===== src/rtl/noc_pkg.sv =====
// Shared router constants and types: port count, VC/credit sizing, allocator state.
// Latency: n/a (declarations only).
// Backpressure: n/a.
package noc_pkg;

   localparam int PORT_N       = 4;                              // highest port index
   localparam int NP           = PORT_N + 1;                     // number of input ports
   localparam int PW           = $clog2(NP);                     // port index width
   localparam int VC_N         = 2;
   localparam int VCW          = (VC_N > 1) ? $clog2(VC_N) : 1;  // at least one bit
   localparam int CREDIT_DEPTH = 4;
   localparam int CREDITW      = $clog2(CREDIT_DEPTH + 1);

   typedef enum logic {
      IDLE   = 1'b0,
      LOCKED = 1'b1
   } alloc_state_e;

endpackage


===== src/rtl/out_port_alloc_rr_arbiter.sv =====
// N-way round-robin arbiter: first request strictly after ptr_i (wrapping) wins.
// Latency: purely combinational.
// Backpressure: none; vld_o low and gnt_o zero when nothing requests.
// Ports: req_i request vector, ptr_i last winner, gnt_o one-hot grant,
//        idx_o winner index, vld_o any grant.
module rr_arbiter #(
   parameter int N  = 5,
   parameter int IW = 3
) (
   input  logic [N-1:0]  req_i,
   input  logic [IW-1:0] ptr_i,
   output logic [N-1:0]  gnt_o,
   output logic [IW-1:0] idx_o,
   output logic          vld_o
);

   always_comb begin
      int p;
      p     = 0;
      gnt_o = '0;
      idx_o = '0;
      vld_o = 1'b0;
      // k = N revisits ptr_i itself last, so the previous winner has lowest priority.
      for (int k = 1; k <= N; k++) begin
         p = int'(ptr_i) + k;
         if (p >= N) p = p - N;
         if (!vld_o && req_i[p]) begin
            vld_o = 1'b1;
            idx_o = IW'(p);
         end
      end
      if (vld_o) gnt_o[idx_o] = 1'b1;
   end

endmodule


===== src/rtl/out_port_alloc.sv =====
// Per-output switch allocator: round-robin over packet heads, wormhole lock until tail, per-VC credits.
// Latency: sel_o is combinational from registered state and current inputs (zero-cycle grant).
// Backpressure: no grant without a downstream credit on the target VC; a locked owner waits (bubble).
// Ports: clk/rst (sync, active-high); req_i/head_i/tail_i/vch_i per input; credit_i per VC;
//        sel_o one-hot grant to mux and input pop; busy_o high while locked to a packet.
module out_port_alloc
   import noc_pkg::*;
(
   input  logic                clk,
   input  logic                rst,
   input  logic [PORT_N:0]     req_i,
   input  logic [PORT_N:0]     head_i,
   input  logic [PORT_N:0]     tail_i,
   input  logic [NP*VCW-1:0]   vch_i,
   input  logic [VC_N-1:0]     credit_i,
   output logic [PORT_N:0]     sel_o,
   output logic                busy_o
);

   alloc_state_e        state_q, state_d;
   logic [PW-1:0]       owner_q, owner_d;
   logic [PW-1:0]       ptr_q, ptr_d;
   logic [VCW-1:0]      lock_vc_q, lock_vc_d;
   logic                busy_q, busy_d;
   logic [CREDITW-1:0]  cnt_q [VC_N];
   logic [CREDITW-1:0]  cnt_d [VC_N];

   logic [VCW-1:0]      vch [NP];
   logic [PORT_N:0]     elig;
   logic [PORT_N:0]     arb_gnt;
   logic [PW-1:0]       arb_idx;
   logic                arb_vld;
   logic                gnt_any;
   logic [VCW-1:0]      gnt_vc;

   // A head is only eligible if its requested VC has downstream space right now.
   always_comb begin
      for (int i = 0; i < NP; i++) begin
         vch[i]  = vch_i[i*VCW +: VCW];
         elig[i] = req_i[i] & head_i[i] & (cnt_q[vch[i]] != '0);
      end
   end

   rr_arbiter #(.N(NP), .IW(PW)) u_rr (
      .req_i (elig),
      .ptr_i (ptr_q),
      .gnt_o (arb_gnt),
      .idx_o (arb_idx),
      .vld_o (arb_vld)
   );

   always_comb begin
      state_d   = state_q;
      owner_d   = owner_q;
      ptr_d     = ptr_q;
      lock_vc_d = lock_vc_q;
      sel_o     = '0;
      gnt_any   = 1'b0;
      gnt_vc    = '0;
      if (!rst) begin
         unique case (state_q)
            IDLE: begin
               if (arb_vld) begin
                  sel_o   = arb_gnt;
                  gnt_any = 1'b1;
                  gnt_vc  = vch[arb_idx];
                  if (tail_i[arb_idx]) begin
                     ptr_d = arb_idx;
                  end else begin
                     state_d   = LOCKED;
                     owner_d   = arb_idx;
                     lock_vc_d = vch[arb_idx];
                  end
               end
            end
            LOCKED: begin
               // Body flits follow the VC latched at the head; other inputs are ignored.
               if (req_i[owner_q] && (cnt_q[lock_vc_q] != '0)) begin
                  sel_o[owner_q] = 1'b1;
                  gnt_any        = 1'b1;
                  gnt_vc         = lock_vc_q;
                  if (tail_i[owner_q]) begin
                     state_d = IDLE;
                     ptr_d   = owner_q;
                  end
               end
            end
            default: state_d = IDLE;
         endcase
      end
      busy_d = (state_d == LOCKED);
      for (int v = 0; v < VC_N; v++) begin
         cnt_d[v] = cnt_q[v]
                  - CREDITW'(gnt_any && (gnt_vc == VCW'(v)))
                  + CREDITW'(credit_i[v]);
      end
   end

   always_ff @(posedge clk) begin
      if (rst) begin
         state_q   <= IDLE;
         owner_q   <= '0;
         ptr_q     <= PW'(PORT_N);   // port 0 gets first priority
         lock_vc_q <= '0;
         busy_q    <= 1'b0;
         for (int v = 0; v < VC_N; v++) cnt_q[v] <= CREDITW'(CREDIT_DEPTH);
      end else begin
         state_q   <= state_d;
         owner_q   <= owner_d;
         ptr_q     <= ptr_d;
         lock_vc_q <= lock_vc_d;
         busy_q    <= busy_d;
         for (int v = 0; v < VC_N; v++) cnt_q[v] <= cnt_d[v];
      end
   end

   assign busy_o = busy_q;

   a_sel_onehot: assert property (@(posedge clk) disable iff (rst) $onehot0(sel_o));
   a_sel_req:    assert property (@(posedge clk) disable iff (rst) ((sel_o & ~req_i) == '0));
   a_idle_head:  assert property (@(posedge clk) disable iff (rst)
                                  (state_q == IDLE) |-> ((req_i & ~head_i) == '0));
   for (genvar v = 0; v < VC_N; v++) begin : g_cnt_chk
      a_cnt_max: assert property (@(posedge clk) disable iff (rst)
                                  cnt_q[v] <= CREDITW'(CREDIT_DEPTH));
   end

endmodule

===== config.mk =====
export PLATFORM = sky130hd
export DESIGN_NAME = out_port_alloc
export DESIGN_NICKNAME = d
export VERILOG_FILES = /design/src/rtl/noc_pkg.sv /design/src/rtl/out_port_alloc_rr_arbiter.sv /design/src/rtl/out_port_alloc.sv
export SDC_FILE = /design/constraint.sdc
export NUM_CORES = 1
export LEC_CHECK = 0
export CORE_MARGIN = 2
export CORE_UTILIZATION = 40
export CTS_CLUSTER_SIZE = 24
export DETAILED_ROUTE_END_ITERATION = 8
export MAX_ROUTING_LAYER = met4
export PLACE_DENSITY = 0.63
export SYNTH_ARGS = -nofsm -noshare
export SYNTH_HDL_FRONTEND = slang
export SYNTH_SLANG_ARGS = --single-unit

===== constraint.sdc =====
create_clock -name clk -period 6 [get_ports clk]
set_clock_uncertainty 0.1 [all_clocks]
set_input_delay 1.8 -clock clk [delete_from_list [all_inputs] [get_ports clk]]
set_output_delay 1.8 -clock clk [all_outputs]
set_load 0.05 [all_outputs]

## Word-level counts from Yosys, hierarchy flattened

Memories as Yosys holds them, arrays and structs flattened. A register that Yosys moved wholly into a read port is not among the register bits.
Cells that the tools add are included.

- Add/subtract/negate cells: 14
- $lt $le $gt $ge: 15
- Equal/unequal tests: 4
- Muxes and demuxes: 72
- Bitwise operators: 16
- Reductions and logical operators: 21

Operators by type and width:

| operator | count |
|---|---|
| $ge 32x4->1 const B | 5 |
| $lt 32x5->1 const B | 5 |
| $mux 32 | 5 |
| $sub 32x4->32 const B | 5 |
| $mux 1 | 37 |
| $mux 3 | 11 |
| $bmux 1 s3 | 9 |
| $reduce_bool 3->1 | 6 |
| $mux 5 | 3 |
| $and 1x1->1 | 10 |
| $pmux 5 s2 | 1 |
| $logic_and 1x1->1 | 9 |
| $add 3x2->4 const B | 2 |
| $add 3x3->4 const B | 2 |
| $lt 3x4->1 const B | 2 |
| $add 3x1->3 | 2 |
| $demux 1 s3 | 2 |
| $ge 3x1->1 const B | 2 |
| $pmux 1 s2 | 3 |
| $pmux 3 s2 | 1 |
| $sub 3x1->3 | 2 |
| $add 3x1->4 const B | 1 |
| $ge 4x4->1 const B | 1 |
| $logic_not 1->1 | 4 |
| 7 further kinds | 12 |

- Register bits after elaboration: 8
- Memory bits (writable): 6
- Input bits: 24
- Memories kept: 1

Memory list:

| memory | depth | width | rd ports | clocked after memory_dff | write ports | RTL line | source |
|---|---|---|---|---|---|---|---|
| cnt_q | 2 | 3 | 8 | 1 | 2 | out_port_alloc.sv:25 | `logic [CREDITW-1:0] cnt_q [VC_N];` |

## Logic depth before layout (Yosys ltp)

- Depth after elaboration: 31
- Gate-level depth with buffers: 26
- Mapped depth without buffers: 22

## By module

From an unflattened synthesis, not the netlist that was laid out.

- Cells, all modules: 300
- Area, all modules: 2434.8 um^2

Modules (own cells, without submodules):

| module | times used | cells an instance | area an instance (um^2) |
|---|---|---|---|
| out_port_alloc | 1 | 139 | 1223.7 |
| rr_arbiter | 1 | 161 | 1211.2 |

## Least setup slack after synthesis

No wires, ideal clock.

- Kind: input-to-output
- From: in vch_i[0]
- To: out sel_o[1]
- Arrival time: 5.390 ns
- Required time: 4.100 ns
- Path slack: -1.290 ns
- Cell stages on the path: 12
- Buffers on the path: 1
- Cells stage by stage: or4_1 > nand4_2 > a21oi_1 > o221ai_2 > nand3_2 > or3_1 > buf_2 > or4b_4 > a21oi_1 > nand2_1 > o21a_1 > nor3_1

- Longest elaborated chain between the ends: 26
- Elaborated cells on any way between the ends: 44
- Classes of those cells: order compare: 2; mux: 30; bitwise: 1; reduce/logical: 10; memory: 1

RTL lines:

| item | RTL line | source |
|---|---|---|
| from (decl) | out_port_alloc.sv:14 | `input logic [NP*VCW-1:0] vch_i,` |
| $mem_v2 2x3 * | n/a |  |
| $reduce_bool 3->1 * | out_port_alloc.sv:40 | `elig[i] = req_i[i] & head_i[i] & (cnt_q[vch[i]] != '0);` |
| $and 1x1->1 * | out_port_alloc.sv:40 |  |
| $bmux 1 s3 | out_port_alloc_rr_arbiter.sv:27 | `if (!vld_o && req_i[p]) begin` |
| $mux 1 (implied by the code) (2 in series) | out_port_alloc_rr_arbiter.sv:27 |  |
| $mux 1 | out_port_alloc_rr_arbiter.sv:27 |  |
| $logic_not 1->1 | out_port_alloc_rr_arbiter.sv:27 |  |
| $logic_and 1x1->1 | out_port_alloc_rr_arbiter.sv:27 |  |
| [... 9 more ...] | n/a |  |
| $mux 3 | out_port_alloc_rr_arbiter.sv:27 |  |
| $lt 3x4->1 (implied by the code) or $ge 3x1->1 (tied branches) | out_port_alloc_rr_arbiter.sv:32 | `if (vld_o) gnt_o[idx_o] = 1'b1;` |
| $logic_and 1x1->1 (implied by the code) | out_port_alloc_rr_arbiter.sv:32 |  |
| $mux 1 (implied by the code) | out_port_alloc_rr_arbiter.sv:32 |  |
| $demux 1 s3 | n/a |  |
| $mux 5 * | out_port_alloc.sv:63 | `if (arb_vld) begin` |
| $pmux 5 s2 * | out_port_alloc.sv:61 | `unique case (state_q)` |
| $mux 5 * | out_port_alloc.sv:60 | `if (!rst) begin` |
| to (decl) | out_port_alloc.sv:16 | `output logic [PORT_N:0] sel_o,` |

Mark *: on every way between the ends. The rest lies on a longest branch, timed or not. The select of a mux whose other input is x is not followed.

## Final worst setup path

- From: in vch_i[1]
- To: out sel_o[1]

Same word-level chain as after synthesis.

==> metrics.txt <==
status finished with violations; failing checks setup timing; RSZ-0062 raised after global routing true; EDFF count, synth 0; MaxCap Viol Count 0; Final HPWL DP between 5000 and 6000 um; Setup CP Type in2out; synthesized flop and latch total 15; root buffer cell clkbuf_8; Slew @ Worst Pin roughly 0.6 ns; Seq/Total Area, Yosys 0.125; Initial Utilization 0.410; maximum clock path buffer count 2; count of cell types in the netlist 72; GR Overflow Total 0; Rel. slew slack 0.599; placed insts approximately 460; first-pass GRT wire length approximately 12000 um; antenna cell count 0; Avg Cell Area, Syn between 7 and 8 um^2; Via Count 2827; Synth area leader dfxtp_1; non-filler cells, final between 400 and 500; Nets between 400 and 500; f_max between 0.15 and 0.2 GHz; Layout area overhead 51.4%; CP Max Fanout 4; DP Area around 3200 um^2; commonest non-fill, non-tap cell in the layout buf_4; Hold/Removal Path Class reg2reg; Row Count 28; Hold Crit Depth 2; die width 81.4 um; Syn Nets 363; initial detailed-routing violation count between 200 and 250; Antenna Nets Post-Route 0; Final min period ~6.5 ns; gr usage total 0.245; R2R Setup Slk between 0.15 and 0.2 ns; worst hold slack a little under 0.5 ns; Slew Limit Fails 0; post-synth top area share 0.125; CP Data Arrival Time ~4.6 ns; Worst setup EP type primary output; CTS buffer count 3; Yosys warnings 0; IO buf count 29; synthesized cell area 2400 um^2; peak supply drop between 0.0004 and 0.0005 V; share of cells above drive strength 1 0.391; Post-synth top flop dfxtp_1; DRT Pass-1 Iters 4; final total power between 2 and 2.5 mW; most frequent cells in the layout buf_4 (64), inv_1 (19), nand2_1 (18), a21oi_1 (18), nor2_1 (17); Synth area leaders dfxtp_1 (13%), ha_1 (7.3%), a21oi_1 (5.0%); final worst path period share 1.09; Startpoint Class primary input; cells on worst reg2reg path 26; Cell Pwr Density ~660 nW/um^2; die area between 6000 and 7000 um^2; final hold violation count 0; CTS tree yes; Placeable Area roughly 5900 um^2; clk_lat worst skew 0.25 ns; fraction of registers with async set/reset 0; final WL approximately 8100 um; chip height 81.4 um; largest net degree at the start of global routing 24; CTS H-Tree Depth 1; initial antenna violation count 0; Ports 30; Leak between 1 and 1.5 nW; fin worst setup slack -0.531 ns; post-route cell area between 3000 and 4000 um^2; WL/cell around 17 um; CP required a little over 4 ns; residual DRC count 0; GP Congestion about 0.95; Worst-path clk slew ~0.07 ns; CTS sink cnt 15; Setup Viol. Count Final 9; number of global-route vias before repair between 2000 and 3000; routed vias/inst roughly 5.8; Post-Syn Instances 322
[kinds of logic (layout without fill, tap and decap cells)]
logic type | count (synthesis) | after routing | share of synthesized area
multiplexers | 16 | 16 | 0.0741
AO/OA/AOI/OAI | 101 | 101 | 0.301
adder cells (fa/ha/maj) | 17 | 17 | 0.0981
buffers and inverters | 39 | 126 | 0.0679
AND/OR/NAND/NOR | 130 | 130 | 0.319
flip-flops | 15 | 15 | 0.125
XOR/XNOR | 4 | 4 | 0.0146
[cells in the mapped netlist, drive strengths merged, types with 8 or more instances]
| cell | instances |
|---|---|
| nand2 | 21 |
| clkbuf | 11 |
| nor2 | 17 |
| nor3 | 14 |
| mux2 | 8 |
| nand3 | 9 |
| o21ai | 18 |
| inv | 19 |
| ha | 14 |
| dfxtp | 15 |
| a21oi | 25 |
| mux2i | 8 |
| a211oi | 11 |
| nand2b | 11 |
| nor2b | 11 |
[layout make-up]
class	count	area (um^2)
clock buffers	4	45.0
fillers	498	2220
inverters	21	78.8
multi-input cells	268	2230
flip-flops and latches	15	300
well taps	75	93.8
repair buffers	101	878
[worst max-delay path, cell delays in order]
cell,delay [ns]
buf_6,0.10
nor4_4,0.21
a211o_1,0.25
and3b_1,0.23
o21ai_2,0.19
nand3_2,0.09
or3_4,0.41
or4b_4,0.54
a21oi_4,0.16
nand2_2,0.07
o21a_1,0.20
nor3_4,0.22
buf_12,0.16
[power by group]
part	internal [mW]	leakage (nW)	total [mW]	switching, mW
clock network	0.0471	0.0228	0.0864	0.0393
logic	1.06	1.35	2.09	1.03
registers	0.137	0.124	0.206	0.0692
[layer usage]
layer	routed length, um	track usage	part of all wire	up-vias
met5	0	-	0	-
met4	150	0.0610	0.019	0
met3	411	0.0209	0.051	10
met2	3820	0.401	0.47	104
met1	3670	0.326	0.46	1328
li1	-	-	-	1385
[registers in the layout (all words and copies together) (netlist names), named ones only]
name,count
cnt_q,6
busy_o,1
lock_vc_q,1
ptr_q,3
owner_q,3
[per-stage QoR]
stage	utilization	TNS [ns]	setup slack (ns)
floorplan	-	-1.57	-0.576
global placement	0.555	-7.29	-0.906
detailed placement	0.555	-8.18	-0.974
CTS	0.608	-2.26	-0.485
global route	0.620	-4.20	-0.617
finish	0.620	-3.16	-0.531
[what timing repair did]
item	4_1_cts	5_1_grt
buffers inserted	14	5
pin swaps	44	15
hold buffers	0	0
cloned	0	0
resized for setup	74	12
setup endpoints to repair	11	9
[path summary, 6_finish.rpt]
check / startpoint / to
worst max-delay path: vch_i[1] / sel_o[1]
worst min-delay path: owner_q[2]$_SDFFE_PP0P_ / owner_q[2]$_SDFFE_PP0P_
worst max register to register: ptr_q[1]$_SDFFE_PP0P_ / cnt_q[0][2]$_SDFF_PP1_
worst min register to register: owner_q[2]$_SDFFE_PP0P_ / owner_q[2]$_SDFFE_PP0P_
No activity file was read; power rests on OpenSTA's default activity.
